File: src/rtl/reducao_media.sv
// Block-mean downscaler: reads a LARGURA x ALTURA image from ROM and writes the
// FATOR x FATOR truncated-mean image into frame RAM, one address per cycle.
// Latency 2 edges per read; first write after FATOR^2+2 edges; no backpressure.
module reducao_media #(
  parameter int LARGURA      = 160,
  parameter int ALTURA       = 120,
  parameter int FATOR        = 2,
  parameter int LARGURA_ADDR = 15
) (
  input  logic                    clk,
  input  logic                    reset,
  input  logic                    start,
  output logic [LARGURA_ADDR-1:0] rom_addr,
  input  logic [7:0]              rom_data,
  output logic [LARGURA_ADDR-1:0] ram_wraddr,
  output logic [7:0]              ram_data,
  output logic                    ram_wren,
  output logic                    done
);

  localparam int NEW_LARG = LARGURA / FATOR;
  localparam int NEW_ALT  = ALTURA / FATOR;
  localparam int SHIFT    = 2 * $clog2(FATOR);
  localparam int ACC_W    = 8 + SHIFT;
  localparam int AW       = LARGURA_ADDR;
  localparam int DW       = (FATOR > 1)    ? $clog2(FATOR)    : 1;
  localparam int XW       = (NEW_LARG > 1) ? $clog2(NEW_LARG) : 1;
  localparam int YW       = (NEW_ALT > 1)  ? $clog2(NEW_ALT)  : 1;

  localparam logic [DW-1:0] D_MAX = DW'(FATOR - 1);
  localparam logic [XW-1:0] X_MAX = XW'(NEW_LARG - 1);
  localparam logic [YW-1:0] Y_MAX = YW'(NEW_ALT - 1);

  typedef enum logic [1:0] {LEITURA, ESVAZIA, FIM} t_estado;

  t_estado r_estado;
  t_estado w_prox_estado;

  // traversal counters: oy, ox select the block, di, dj the pixel inside it
  logic [YW-1:0] r_oy;
  logic [XW-1:0] r_ox;
  logic [DW-1:0] r_di;
  logic [DW-1:0] r_dj;

  // two-stage tag pipeline matching the ROM read latency
  logic          r_v1, r_first1, r_last1;
  logic [AW-1:0] r_wa1;
  logic          r_v2, r_first2, r_last2;
  logic [AW-1:0] r_wa2;

  logic [ACC_W-1:0]  r_acc;
  logic [AW-1:0]     r_rom_addr;
  logic [AW-1:0]     r_ram_wraddr;
  logic [7:0]        r_ram_data;
  logic              r_ram_wren;

  logic              w_issue;
  logic              w_done;
  logic              w_restart;
  logic              w_first;
  logic              w_last;
  logic              w_ultimo;
  logic [AW-1:0]     w_addr;
  logic [AW-1:0]     w_wraddr;
  logic [ACC_W-1:0]  w_soma;

  // block tags and final-issue detection from the current counter values
  always_comb begin
    w_first  = (r_di == '0) && (r_dj == '0);
    w_last   = (r_di == D_MAX) && (r_dj == D_MAX);
    w_ultimo = w_issue && w_last && (r_ox == X_MAX) && (r_oy == Y_MAX);
  end

  // source and destination addresses; arithmetic wraps naturally at AW bits
  always_comb begin
    w_addr   = (AW'(r_oy) * AW'(FATOR) + AW'(r_di)) * AW'(LARGURA)
             + AW'(r_ox) * AW'(FATOR) + AW'(r_dj);
    w_wraddr = AW'(r_oy) * AW'(NEW_LARG) + AW'(r_ox);
    w_soma   = r_acc + ACC_W'(rom_data);
  end

  // FSM state register
  always_ff @(posedge clk or posedge reset) begin
    if (reset) r_estado <= LEITURA;
    else       r_estado <= w_prox_estado;
  end

  // FSM next state: drain waits until both tag stages are empty, so the
  // final write has already left before done rises
  always_comb begin
    w_prox_estado = r_estado;
    case (r_estado)
      LEITURA: if (w_ultimo)          w_prox_estado = ESVAZIA;
      ESVAZIA: if (!r_v1 && !r_v2)    w_prox_estado = FIM;
      FIM:     if (start)             w_prox_estado = LEITURA;
      default:                        w_prox_estado = LEITURA;
    endcase
  end

  // FSM outputs
  always_comb begin
    w_issue   = (r_estado == LEITURA);
    w_done    = (r_estado == FIM);
    w_restart = (r_estado == FIM) && start;
  end

  // counter advance (dj innermost) and issued address register
  always_ff @(posedge clk or posedge reset) begin
    if (reset) begin
      r_oy       <= '0;
      r_ox       <= '0;
      r_di       <= '0;
      r_dj       <= '0;
      r_rom_addr <= '0;
    end else if (w_restart) begin
      r_oy <= '0;
      r_ox <= '0;
      r_di <= '0;
      r_dj <= '0;
    end else if (w_issue) begin
      r_rom_addr <= w_addr;
      if (r_dj != D_MAX) begin
        r_dj <= r_dj + 1'b1;
      end else begin
        r_dj <= '0;
        if (r_di != D_MAX) begin
          r_di <= r_di + 1'b1;
        end else begin
          r_di <= '0;
          if (r_ox != X_MAX) begin
            r_ox <= r_ox + 1'b1;
          end else begin
            r_ox <= '0;
            r_oy <= (r_oy == Y_MAX) ? '0 : r_oy + 1'b1;
          end
        end
      end
    end
  end

  // tag pipeline: stage 1 follows the address, stage 2 lines up with rom_data
  always_ff @(posedge clk or posedge reset) begin
    if (reset) begin
      r_v1     <= 1'b0;
      r_first1 <= 1'b0;
      r_last1  <= 1'b0;
      r_wa1    <= '0;
      r_v2     <= 1'b0;
      r_first2 <= 1'b0;
      r_last2  <= 1'b0;
      r_wa2    <= '0;
    end else begin
      r_v1     <= w_issue;
      r_first1 <= w_first;
      r_last1  <= w_last;
      r_wa1    <= w_wraddr;
      r_v2     <= r_v1;
      r_first2 <= r_first1;
      r_last2  <= r_last1;
      r_wa2    <= r_wa1;
    end
  end

  // accumulate samples and emit the truncated mean on the last one of a block
  always_ff @(posedge clk or posedge reset) begin
    if (reset) begin
      r_acc        <= '0;
      r_ram_wraddr <= '0;
      r_ram_data   <= '0;
      r_ram_wren   <= 1'b0;
    end else begin
      r_ram_wren <= r_v2 && r_last2;
      if (r_v2) begin
        r_acc <= r_first2 ? ACC_W'(rom_data) : w_soma;
        if (r_last2) begin
          r_ram_data   <= w_soma[SHIFT +: 8];
          r_ram_wraddr <= r_wa2;
        end
      end
    end
  end

  assign rom_addr   = r_rom_addr;
  assign ram_wraddr = r_ram_wraddr;
  assign ram_data   = r_ram_data;
  assign ram_wren   = r_ram_wren;
  assign done       = w_done;

endmodule

File: config.mk
export PLATFORM = sky130hd
export DESIGN_NAME = reducao_media
export DESIGN_NICKNAME = d
export VERILOG_FILES = /design/src/rtl/reducao_media.sv
export SDC_FILE = /design/constraint.sdc
export NUM_CORES = 1
export LEC_CHECK = 0
export BUFFER_PORTS_ARGS = -buffer_cell sky130_fd_sc_hd__buf_2
export CAP_MARGIN = 20
export CORE_MARGIN = 10
export CORE_UTILIZATION = 30
export CTS_CLUSTER_SIZE = 16
export DETAILED_ROUTE_END_ITERATION = 16
export MAX_ROUTING_LAYER = met4
export SLEW_MARGIN = 20
export SYNTH_ARGS = -nofsm -noshare
export SYNTH_HDL_FRONTEND = slang
export SYNTH_SLANG_ARGS = --single-unit
File: constraint.sdc
create_clock -name clk -period 2.4 [get_ports clk]
set_clock_uncertainty 0.1 [all_clocks]
set_input_delay 0 -clock clk [delete_from_list [all_inputs] [get_ports clk]]
set_output_delay 0 -clock clk [all_outputs]
set_load 0.02 [all_outputs]
Word-level counts from Yosys, hierarchy flattened
Index checks and enable logic that the tools add are counted.
W data, S select, Z words.

word-level totals
  input port bits = 11
  memories = 0
  ROM bits = 0
  output and inout bits = 40
  logic and storage cells = 84
  latch bits = 0
  flip-flop bits (word level) = 99
  RAM bits = 0

operators by class
  reductions and logical operators = 20
  bitwise gates (word level) = 3
  add/sub/neg operators = 9
  multiply operators = 2
  div/mod/pow operators = 0
  shift-type cells = 0
  equal/unequal tests = 9
  $lt $le $gt $ge = 0
  multiplexer cells = 23

operator list
  operator                number
  $mux W6                 6
  $mux W7                 5
  $add A15 B1 Y15         1
  $add A15 B8 Y15         1
  $add A13 B7 Y14         1
  $add A10 B8 Y10         1
  $mul A8 B3 Y10 const B  1
  $mux W10                1
  $mul A6 B3 Y9 const B   1
  $add A7 B1 Y8           1
  $logic_and A1 B1 Y1     8
  $add A7 B1 Y7 const B   1
  $eq A7 B7 Y1 const B    1
  $mux W1                 7
  $ne A7 B7 Y1 const B    1
  $add A6 B1 Y6 const B   1
  $eq A6 B6 Y1 const B    1
  $mux W2                 3
  $ne A2 B2 Y1 const B    3
  $pmux W2 S3             1
  $reduce_and A2 Y1       3
  $reduce_and A3 Y1       2
  $reduce_bool A2 Y1      3
  $reduce_and A4 Y1       1
  other kinds (7)         11

Depth between registers and ports, before layout
Gate-level depths: netlist of the first run.

  depth in word-level cells = 7
  gate-level depth with buffers = 10
  depth with buffers taken out = 10

Worst setup path after synthesis of the first run
Ideal clock, no wire load.

  kind = reg2reg
  start = reg r_oy[0]
  end = reg r_rom_addr[13] (netlist: rom_addr[13])
  path slack = -0.191 ns
  stages on the path, launching flop included = 10
  arrival time = 2.363 ns
  buffers on the path = 0
  clock period less this slack = 2.591 ns
  setup time = 0.128 ns
  required time = 2.172 ns
  cell sequence = dfrtp_1 -> ha_1 -> ha_1 -> fa_1 -> a211oi_1 -> nor2_1 -> xnor2_1 -> nor3_1 -> xnor2_1 -> o21ai_0

between the ends
  longest elaborated chain between the ends = 4

ends and longest elaborated chain
  what                    RTL line  source
  from (decl)             40        logic [YW-1:0] r_oy;
  from (signal assigned)  134       r_oy <= (r_oy == Y_MAX) ? '0 : r_oy + 1'b1;
  $add A7 B1 Y8           76        w_addr = (AW'(r_oy) * AW'(FATOR) + AW'(r_di)) * AW'(LARGURA)
  $mul A8 B3 Y10          76
  $add A15 B8 Y15         77        + AW'(r_ox) * AW'(FATOR) + AW'(r_dj);
  $add A15 B1 Y15         77
  to (signal assigned)    121       r_rom_addr <= w_addr;
  to (decl)               52        logic [AW-1:0] r_rom_addr;

Every way passes these cells.
A chain may end at the register's enable or synchronous reset.

Worst setup path in the final report of the first run
  start = reg r_oy[1]
  end = reg r_rom_addr[13] (netlist: rom_addr[13])

The elaborated chain is that of the path after synthesis.

==> impl_metrics.py, run 1 <==
metrics = {
    "timing": {
        "whs_ps": 204,
        "timing.final.ws_setup_ps": -15.8,
        "fmax_ghz": 0.414,
        "final.setup.tns_ps": -30.3,
        "setup-violations-final": 3,
        "tightestPinTransition_ps": 688,
        "slew_headroom_pct": 54.0,
        "rsz0062_at_grt": "yes",
        "min_period_ps": 2420,
        "slew_violations": 0,
        "timing.final.crit_share_pct": 101,
        "report.final.hold_viol_count": 0,
    },
    "synth": {
        "yosys.area.top_type": "sky130_fd_sc_hd__dfrtp_1",
        "synth_cell_type_count": 57,
        "yosys-top-cells-count": "sky130_fd_sc_hd__dfrtp_1 (99), sky130_fd_sc_hd__nand2_1 (46), sky130_fd_sc_hd__o21ai_0 (34)",
        "synth-edff-count": 0,
        "synth-compound-area-share_pct": 10.3,
        "synth_async_sr_flop_share_pct": 100,
        "synth.area.top_cells": "sky130_fd_sc_hd__dfrtp_1 (52%), sky130_fd_sc_hd__ha_1 (6.8%), sky130_fd_sc_hd__xnor2_1 (4.2%)",
        "fraction_of_the_yosys_area_taken_by_sequential_cells_pct": 52.0,
        "synthMostInstantiatedCell": "sky130_fd_sc_hd__dfrtp_1",
        "synth-adder-area-share_pct": 8.93,
        "post_synth.cell_area_avg_sq_um": 10.9,
        "synthXorXnorAreaFrac_pct": 6.06,
        "synth_top_family_by_area": "simple AND/OR/NAND/NOR gates",
        "area_share_of_the_largest_cell_type_after_synthesis_pct": 52.0,
        "synth_simple_gate_area_share_pct": 14.3,
        "share_of_synthesized_area_spent_on_multiplexers_pct": 5.28,
        "post_synth_instance_area_sq_mm": 0.00477,
        "synth-main-ff-cell": "sky130_fd_sc_hd__dfrtp_1",
        "postSynthRegisterBits": 99,
        "synth.yosys.warnings": 0,
        "netlist_instances": 438,
    },
    "worst_setup_path": {
        "critical_path.top_delay_family": "adder cells",
        "critical_path_peak_fanout": 3,
        "worst_path_largest_cell_delay_ps": 430,
        "reg2reg_to": "rom_addr[13]$_DFFE_PP0P_",
        "worstRegToRegCells": 10,
        "regToRegSetupSlack_ps": -20,
        "critPathRequiredTime_ps": 2540,
        "worst_setup_path_end_kind": "flop",
        "crit_slowest_cell": "sky130_fd_sc_hd__dfrtp_2",
        "worst-endpoint-arrival_ps": 2560,
        "crit_type": "reg2reg",
        "worstPathBufferInverterCount": 1,
        "critical_path.reg2reg.startpoint": "r_oy[1]$_DFFE_PP0P_",
        "cpMostUsedCell": "sky130_fd_sc_hd__ha_4",
        "crit_chain": "buf_6 > ha_4 > ha_4 > fa_2 > a211oi_2 > nor2_2 > xnor2_2 > nor3_2 > xnor2_1 > o21ai_1",
        "cp_startpoint_kind": "flop",
    },
    "global_route": {
        "grt_start_max_net_pins": 100,
        "grt_first_pass_wirelength_mm": 17.1,
        "antenna_found_initial": 0,
        "grt-ovfl-total": 0,
        "vias_in_the_first_global_route": 3441,
        "track_usage_pct": 10.0,
    },
    "clocking": {
        "clkTransAtPathRegs_ps": 70,
        "clock_path_buffers": 2,
        "clock_tree_from_tritoncts": "done",
        "clock_tree.root_cell": "sky130_fd_sc_hd__clkbuf_16",
        "h-tree-depth": 3,
        "clkLatencyLatePin_ps": 350,
        "cts_made_buffers": 9,
        "cts.sinks": 99,
    },
    "detailed_routing": {
        "met3_wirelength_um": 430,
        "drc": 0,
        "iteration_0_drc_count_of_the_detailed_router": 241,
        "highest_layer": "met4",
        "detail_route.wirelength_mm": 10.0,
        "routed_wire_length_per_instance_um": 13.5,
        "detail_route.wirelength.met1_mm": 5.03,
        "drt-pass1-iter-count": 4,
        "routed-wl-met2_mm": 4.37,
        "vias": 3313,
        "detail-route-antenna-nets": 0,
        "avgViaCountPerCell": 4.46,
    },
    "pwr": {
        "leakage_power_nw": 2.82,
        "power_density_mw_per_mm2": 976,
        "peakVddDrop_uv": 449,
    },
    "placement": {
        "place.gp.congestion": 0.811,
        "port-buffer-count": 49,
        "number_of_placed_cells_counting_well_taps": 714,
        "postPlaceCellArea_sq_mm": 0.00546,
        "dpl_worst_slack_ps": -136,
        "detailedPlacementHpwl_mm": 7.18,
    },
    "job": {
        "max-cap-violations": 0,
    },
    "status": {
        "run_status": "finished with violations",
        "violations": "setup timing",
    },
    "die": {
        "dieHeight_um": 146,
        "top_level_ports": 51,
        "fp.coreArea_sq_mm": 0.0157,
        "initial_standard_cell_utilization_of_the_core_pct": 30.3,
        "die_area_sq_mm": 0.0213,
        "die_width_um": 146,
        "rows": 46,
    },
    "cells_and_area": {
        "drive_gt1_share_pct": 29.4,
        "antenna_cells_inserted": 0,
        "layout.cell_area.non_filler_sq_mm": 0.00605,
        "syn_to_layout_area_delta_pct": 26.9,
        "layout.nets": 566,
        "layout.cells.non_filler": 743,
    },
    "min_path": {
        "hp-class": "in2async",
    },
}
==> worst register-to-register path: cells and delay by family, from the launching register on <==
family	cells	cell delay, ps
buffers and inverters	1	130
XOR/XNOR	2	310
AND/OR/NAND/NOR	2	300
adder cells (fa/ha/maj)	3	710
flip-flops	1	430
AO/OA/AOI/OAI	2	320
==> cells in the final DEF, fill, tap and decap left out, drive strengths merged, types with 3 or more instances in the layout <==
cell	Yosys	final
dfrtp	99	99
buf	5	78
nand2	48	48
o21ai	37	37
nor2	30	30
ha	26	26
xnor2	23	23
inv	23	22
a21oi	21	21
mux2	17	17
nand3	12	12
dlygate4sd3	0	10
xor2	10	10
clkbuf	9	9
nor2b	9	9
nand2b	7	7
mux2i	6	6
a21o	5	5
fa	5	5
nor3b	4	4
nand4	4	4
a31oi	4	4
nor3	4	4
and3	4	4
clkinvlp	0	3
or3	3	3
==> timing repair <==
| action | CTS | global route |
|---|---|---|
| pin swaps | 11 | 14 |
| buffers inserted | 3 | 2 |
| gates resized for setup | 17 | 15 |
| endpoints found under the hold margin | 109 | 0 |
| hold buffers | 10 | 0 |
| setup endpoints to repair | 5 | 8 |
==> area by class of cell <==
type	count	area, sq um
sequential	99	2480
clock buffer	9	225
multi-input combinational	303	2320
clock inverter	5	80.1
timing repair buffer	88	579
inverter	23	90.1
fill	1518	9670
tap	216	270
==> worst max path at each step <==
stage / startpoint / endpoint / slack [ps] / cells after the start
floorplan: r_oy[0]$_DFFE_PP0P_ / rom_addr[13]$_DFFE_PP0P_ / 20 / 9
global placement: r_oy[1]$_DFFE_PP0P_ / rom_addr[12]$_DFFE_PP0P_ / -40 / 10
detailed placement: r_oy[1]$_DFFE_PP0P_ / rom_addr[12]$_DFFE_PP0P_ / -140 / 10
CTS: r_oy[1]$_DFFE_PP0P_ / rom_addr[14]$_DFFE_PP0P_ / -30 / 11
global route: r_oy[1]$_DFFE_PP0P_ / rom_addr[13]$_DFFE_PP0P_ / -150 / 10
finish: r_oy[1]$_DFFE_PP0P_ / rom_addr[13]$_DFFE_PP0P_ / -20 / 10
==> power breakdown <==
| part | leakage, nW | switching, W | internal (W) | total, W |
|---|---|---|---|---|
| Combinational | 1.41 | 0.00112 | 0.000875 | 0.00200 |
| Clock | 0.143 | 0.000615 | 0.000899 | 0.00151 |
| Sequential | 1.27 | 0.000276 | 0.00211 | 0.00239 |
==> layer usage <==
metal  track usage (%)  vias to the layer above
met4              4.40                        0
met1              13.6                     1572
met2              13.9                       72
met5                 -                        -
met3              2.41                       15
li1                  -                     1654
==> logic make-up after synthesis <==
family / after synthesis
xor+xnor: 33
other cells: 1
fa+ha+maj: 31
simple gates: 133
flops: 99
buf+inv: 37
compound gates: 81
mux: 23
==> flip-flops by register name, indices dropped and copies added (netlist names) <==
signal,flops
rom_addr,15
r_wa1,14
r_wa2,14
ram_wraddr,14
r_acc,10
ram_data,8
r_ox,7
r_oy,6
r_estado,2
r_di,1
r_dj,1
r_first1,1
r_first2,1
r_last1,1
r_last2,1
r_v1,1
r_v2,1
ram_wren,1
==> per-stage QoR <==
| stage | utilization [%] | total power [W] |
|---|---|---|
| after floorplan | - | 0.00378 |
| after global placement | 34.8 | 0.00432 |
| after detailed placement | 34.8 | 0.00439 |
| after CTS | 38.0 | 0.00595 |
| after global routing | 38.5 | 0.00632 |
| final | 38.5 | 0.00590 |
(Power assumes the default switching activity.)
==> run 2: changes to the inputs <==
Settings changed: RECOVER_POWER from default to 100.
==> run 2 against run 1 <==
Net effect:
- the flow still finishes with violations (setup timing)
- combinational power is 5% lower
- power is 1.4% lower
- clock power hardly changed
- core utilization is 0.55 points lower
- via count is 0.45% higher
- routed wire length is 0.12% higher
- first-iteration DRC count is 10% lower
- sequential power hardly changed
- worst setup slack hardly changed
- final area is 1.4% lower
- cell count stayed put
- global-route usage stayed put
- critical path type unchanged
==> impl_metrics.py, run 2 (synthesis results as in run 1) <==
metrics = {
    "die": {
        "die_area_sq_mm": 0.0213,
        "rows": 46,
        "die_width_um": 146,
        "fp.coreArea_sq_mm": 0.0157,
        "initial_standard_cell_utilization_of_the_core_pct": 30.3,
        "dieHeight_um": 146,
        "top_level_ports": 51,
    },
    "cells_and_area": {
        "drive_gt1_share_pct": 20.5,
        "layout.cell_area.non_filler_sq_mm": 0.00596,
        "final_cell_mix": "sky130_fd_sc_hd__dfrtp_1 (97), sky130_fd_sc_hd__nand2_1 (47), sky130_fd_sc_hd__clkbuf_1 (45), sky130_fd_sc_hd__o21ai_0 (30), sky130_fd_sc_hd__nor2_1 (28)",
        "final_common_cell": "sky130_fd_sc_hd__dfrtp_1",
        "finalCoreUtilization_pct": 37.9,
        "largest_register_ffs": 15,
        "layout.nets": 566,
        "antenna_cells_inserted": 0,
        "syn_to_layout_area_delta_pct": 25.0,
        "fillerInstances": 1542,
    },
    "clocking": {
        "clkTransAtPathRegs_ps": 70,
        "cts_made_buffers": 9,
        "h-tree-depth": 3,
        "clock_path_buffers": 2,
        "clkLatencyLatePin_ps": 350,
        "cts.sinks": 99,
        "clock_tree_from_tritoncts": "done",
        "clock_tree.root_cell": "sky130_fd_sc_hd__clkbuf_16",
    },
    "timing": {
        "tightestPinTransition_ps": 1350,
        "report.final.hold_viol_count": 0,
        "slew_headroom_pct": 10.2,
        "timing.final.ws_setup_ps": -16.1,
        "fmax_ghz": 0.414,
        "timing.final.crit_share_pct": 101,
        "rsz0062_at_grt": "yes",
        "slew_violations": 0,
        "setup-violations-final": 3,
        "min_period_ps": 2420,
        "whs_ps": 249,
    },
    "pwr": {
        "p_clk_share_pct": 26.0,
        "power_density_mw_per_mm2": 976,
        "p_comb_share_pct": 32.9,
        "seq_power_share_pct": 41.1,
        "p_int_w": 0.00381,
        "total_switching_power_w": 0.00201,
        "switching_share_pct": 34.6,
        "leakage_power_nw": 2.65,
        "peakVddDrop_uv": 441,
        "post-layout-total-power_w": 0.00582,
    },
    "worst_setup_path": {
        "critical_path_peak_fanout": 3,
        "reg2reg_to": "rom_addr[13]$_DFFE_PP0P_",
        "crit_chain": "buf_6 > ha_4 > ha_4 > fa_2 > a211oi_2 > nor2_2 > xnor2_2 > nor3_2 > xnor2_1 > o21ai_1",
        "worst_setup_path_end_kind": "flop",
        "critical_path.top_delay_family": "adder cells",
        "cpMostUsedCell": "sky130_fd_sc_hd__ha_4",
        "cp_startpoint_kind": "flop",
        "critical_path.reg2reg.startpoint": "r_oy[1]$_DFFE_PP0P_",
        "worstPathBufferInverterCount": 1,
        "worstRegToRegCells": 10,
        "crit_slowest_cell": "sky130_fd_sc_hd__dfrtp_2",
        "timing.critical_path.from": "r_oy[1]$_DFFE_PP0P_",
        "worst-endpoint-arrival_ps": 2560,
        "path_depth": 10,
        "critPathRequiredTime_ps": 2540,
        "regToRegSetupSlack_ps": -20,
        "crit_type": "reg2reg",
        "crit_path_end": "rom_addr[13]$_DFFE_PP0P_",
        "worst_path_largest_cell_delay_ps": 430,
    },
    "placement": {
        "port-buffer-count": 49,
        "place.gp.congestion": 0.811,
        "detailedPlacementHpwl_mm": 7.18,
        "postPlaceCellArea_sq_mm": 0.00546,
    },
    "global_route": {
        "grt_start_max_net_pins": 100,
        "grt_first_pass_wirelength_mm": 17.1,
        "antenna_found_initial": 0,
        "vias_in_the_first_global_route": 3441,
        "track_usage_pct": 10.0,
        "grt-ovfl-total": 0,
    },
    "status": {
        "violations": "setup timing",
        "run_status": "finished with violations",
    },
    "job": {
        "max-cap-violations": 0,
    },
    "detailed_routing": {
        "drt-pass1-iter-count": 5,
        "avgViaCountPerCell": 4.48,
        "detail_route.wirelength_mm": 10.1,
        "drc": 0,
        "vias": 3328,
        "routed_wire_length_per_instance_um": 13.5,
        "iteration_0_drc_count_of_the_detailed_router": 217,
        "detail-route-antenna-nets": 0,
    },
    "min_path": {
        "hp-class": "reg2reg",
    },
}
==> run 2: changes by cell type in the layout (fill, tap and decap cells not counted), sizes merged <==
cell	delta
clkbuf	+47
buf	-47
==> run 2: final cells by class <==
type	count	area [sq um]	share of cell area [%]
sequential	99	2480	41.6
tap	216	270	4.53
inverter	23	90.1	1.51
clock inverter	5	80.1	1.34
timing repair buffer	88	495	8.31
clock buffer	9	225	3.78
multi-input combinational	303	2320	38.9
==> run 2: worst min-delay path by stage <==
stage | start | end | slack [ps] | cells past startpoint
CTS | r_wa1[6]$_DFF_PP0_ | r_wa2[6]$_DFF_PP0_ | 250 | 0
global placement | reset | ram_wraddr[10]$_DFFE_PP0P_ | 100 | 3
global route | r_wa1[6]$_DFF_PP0_ | r_wa2[6]$_DFF_PP0_ | 260 | 0
detailed placement | reset | ram_wraddr[10]$_DFFE_PP0P_ | 110 | 3
finish | r_wa1[9]$_DFF_PP0_ | r_wa2[9]$_DFF_PP0_ | 250 | 0
floorplan | start | r_estado[1]$_DFFE_PP0P_ | 7 | 1
==> run 2: metal layers <==
layer | track usage (%) | vias to the layer above | share of wire [%] | routed length (um)
met5 | - | - | 0 | 0
met4 | 4.40 | 0 | 1.9 | 194
met3 | 2.41 | 15 | 3.9 | 389
met2 | 13.9 | 68 | 44 | 4410
met1 | 13.6 | 1590 | 50 | 5050
li1 | - | 1655 | - | -
==> run 2: repair_timing <==
item / CTS / global route
cloned: 0 / 0
setup buffers: 3 / 2
hold buffers: 10 / 0
endpoints found under the setup margin: 5 / 8
pin swaps: 11 / 14
resized for setup: 17 / 15
hold endpoints to repair: 109 / 0
==> run 2: per-stage QoR <==
| step | setup TNS, ps | instances | worst slack, ps |
|---|---|---|---|
| floorplan | 0 | 439 | 24.1 |
| global route | -708 | 743 | -147 |
| CTS | -53.7 | 741 | -34.3 |
| detailed placement | -326 | 714 | -136 |
| global placement | -73.6 | 714 | -40.0 |
| finish | -31.1 | 743 | -16.1 |
==> run 2: power by group through the flow <==
| stage | combinational, W | sequential, W | clock (W) |
|---|---|---|---|
| after global placement | 0.00192 | 0.00240 | 0 |
| final | 0.00191 | 0.00239 | 0.00151 |
| after floorplan | 0.00118 | 0.00260 | 0 |
| after detailed placement | 0.00197 | 0.00242 | 0 |
| after global routing | 0.00215 | 0.00246 | 0.00163 |
| after CTS | 0.00200 | 0.00239 | 0.00157 |
==> run 3: changes to the inputs <==
Settings changed: CORE_UTILIZATION 30 to 35.
==> run 3 against run 2 <==
Net effect:
- the run still ends with setup timing left
- via count increased by 0.90%
- cell count fell by 5.9%
- register-to-register slack about the same
- combinational power is 3% lower
- die area fell by 12%
- sequential power about the same
- routed wire length fell by 1.6%
- hold slack lost 210 ps
- critical endpoint is now rom_addr[12]$_DFFE_PP0P_
- power is 2.6% lower
- critical path type unchanged
- fmax down 0.55%
==> impl_metrics.py, run 3 (synthesis results as in run 1) <==
metrics = {
    "status": {
        "run_status": "finished with violations",
        "violations": "setup timing",
    },
    "timing": {
        "tightestPinTransition_ps": 1260,
        "min_period_ps": 2430,
        "timing.final.ws_setup_ps": -29.6,
        "slew_headroom_pct": 16.0,
        "timing.final.crit_share_pct": 101,
        "whs_ps": 41.3,
        "report.final.hold_viol_count": 0,
        "setup-violations-final": 1,
        "fmax_ghz": 0.412,
        "rsz0062_at_grt": "yes",
        "slew_violations": 0,
    },
    "cells_and_area": {
        "layout.nets": 560,
        "layout.cells.non_filler": 699,
        "final_cell_mix": "sky130_fd_sc_hd__dfrtp_1 (99), sky130_fd_sc_hd__nand2_1 (47), sky130_fd_sc_hd__clkbuf_1 (45), sky130_fd_sc_hd__o21ai_0 (30), sky130_fd_sc_hd__nor2_1 (29)",
        "drive_gt1_share_pct": 18.9,
        "antenna_cells_inserted": 0,
        "final_common_cell": "sky130_fd_sc_hd__dfrtp_1",
        "largest_register_ffs": 15,
        "syn_to_layout_area_delta_pct": 21.4,
    },
    "global_route": {
        "grt_start_max_net_pins": 53,
        "grt_first_pass_wirelength_mm": 16.4,
        "grt-ovfl-total": 0,
        "antenna_found_initial": 0,
        "track_usage_pct": 11.3,
        "vias_in_the_first_global_route": 3391,
    },
    "die": {
        "fp.coreArea_sq_mm": 0.0133,
        "die_width_um": 137,
        "top_level_ports": 51,
        "rows": 42,
        "die_area_sq_mm": 0.0187,
        "dieHeight_um": 137,
        "initial_standard_cell_utilization_of_the_core_pct": 35.8,
    },
    "detailed_routing": {
        "routed_wire_length_per_instance_um": 14.2,
        "detail_route.wirelength_mm": 9.89,
        "drt-pass1-iter-count": 5,
        "detail-route-antenna-nets": 0,
        "drc": 0,
        "vias": 3358,
        "avgViaCountPerCell": 4.80,
        "iteration_0_drc_count_of_the_detailed_router": 249,
    },
    "clocking": {
        "cts.sinks": 99,
        "h-tree-depth": 3,
        "clkTransAtPathRegs_ps": 70,
        "clkLatencyLatePin_ps": 350,
        "clock_tree.root_cell": "sky130_fd_sc_hd__clkbuf_16",
        "clock_tree_from_tritoncts": "done",
        "cts_made_buffers": 9,
        "clock_path_buffers": 2,
    },
    "worst_setup_path": {
        "critPathRequiredTime_ps": 2530,
        "worst_setup_path_end_kind": "flop",
        "critical_path_peak_fanout": 4,
        "crit_type": "reg2reg",
        "worst-endpoint-arrival_ps": 2560,
        "cp_startpoint_kind": "flop",
    },
    "placement": {
        "place.gp.congestion": 0.824,
        "number_of_placed_cells_counting_well_taps": 671,
        "port-buffer-count": 49,
        "detailedPlacementHpwl_mm": 7.15,
    },
    "pwr": {
        "leakage_power_nw": 2.63,
        "peakVddDrop_uv": 424,
        "power_density_mw_per_mm2": 979,
        "post-layout-total-power_w": 0.00567,
    },
    "job": {
        "max-cap-violations": 0,
    },
    "min_path": {
        "hp-class": "in2async",
    },
}
-- run 3: layout make-up --
| class | instances | area, sq um |
|---|---|---|
| fillers | 1274 | 7510 |
| flip-flops and latches | 99 | 2480 |
| multi-input cells | 303 | 2270 |
| repair buffers | 82 | 443 |
| clock buffers | 11 | 243 |
| well taps | 176 | 220 |
| inverters | 23 | 87.6 |
| clock inverters | 5 | 42.5 |
-- run 3: final timing paths --
kind / startpoint / end / slack [ps] / cells after the start
worst min register to register: r_last1$_DFF_PP0_ / r_last2$_DFF_PP0_ / 240 / 0
worst max-delay path: r_oy[1]$_DFFE_PP0P_ / rom_addr[12]$_DFFE_PP0P_ / -30 / 10
max in group asynchronous: reset / ram_data[4]$_DFFE_PP0P_ / 670 / 4
worst max register to register: r_oy[1]$_DFFE_PP0P_ / rom_addr[12]$_DFFE_PP0P_ / -30 / 10
worst min-delay path: reset / ram_wraddr[8]$_DFFE_PP0P_ / 40 / 3
min in group clk: r_last1$_DFF_PP0_ / r_last2$_DFF_PP0_ / 240 / 0
-- run 3: routing by layer --
layer / part of all wire, % / global-route usage (%)
met1: 50 / 14.9
met4: 2.0 / 5.86
met2: 43 / 16.1
met5: 0 / -
met3: 4.6 / 2.27
-- run 3: timing repair --
item	CTS	global route
buffers inserted	1	1
hold endpoints to repair	111	0
gates cloned	0	0
pin swaps	9	15
setup endpoints to repair	4	8
resized for setup	16	10
hold buffers	10	0
-- run 3: report_power, final --
group	switching, W	leakage, nW	total (W)	internal, W
clock network	0.000663	0.138	0.00141	0.000748
registers	0.000280	1.27	0.00239	0.00211
logic	0.00110	1.21	0.00186	0.000763
-- run 3: critical path, stage by stage (launching register included) --
cell and delay [ps]:
sky130_fd_sc_hd__dfrtp_1 430, sky130_fd_sc_hd__ha_4 300, sky130_fd_sc_hd__ha_4 130, sky130_fd_sc_hd__inv_2 30, sky130_fd_sc_hd__fa_2 370, sky130_fd_sc_hd__a21boi_2 180
sky130_fd_sc_hd__xnor2_1 130, sky130_fd_sc_hd__a31oi_2 280, sky130_fd_sc_hd__nand2b_4 190, sky130_fd_sc_hd__xnor2_2 100, sky130_fd_sc_hd__o21ai_1 70
-- run 3: through the flow --
step                      instance area (sq um)  setup WS (ps)  util, %  setup TNS [ps]
after floorplan                            4810           24.1        -               0
after global placement                     5400          -37.7     40.6           -38.6
after detailed placement                   5400          -92.3     40.6            -171
after CTS                                  5860           2.75     44.1               0
after global routing                       5790          -88.6     43.5            -396
final                                      5790          -29.6     43.5           -29.6
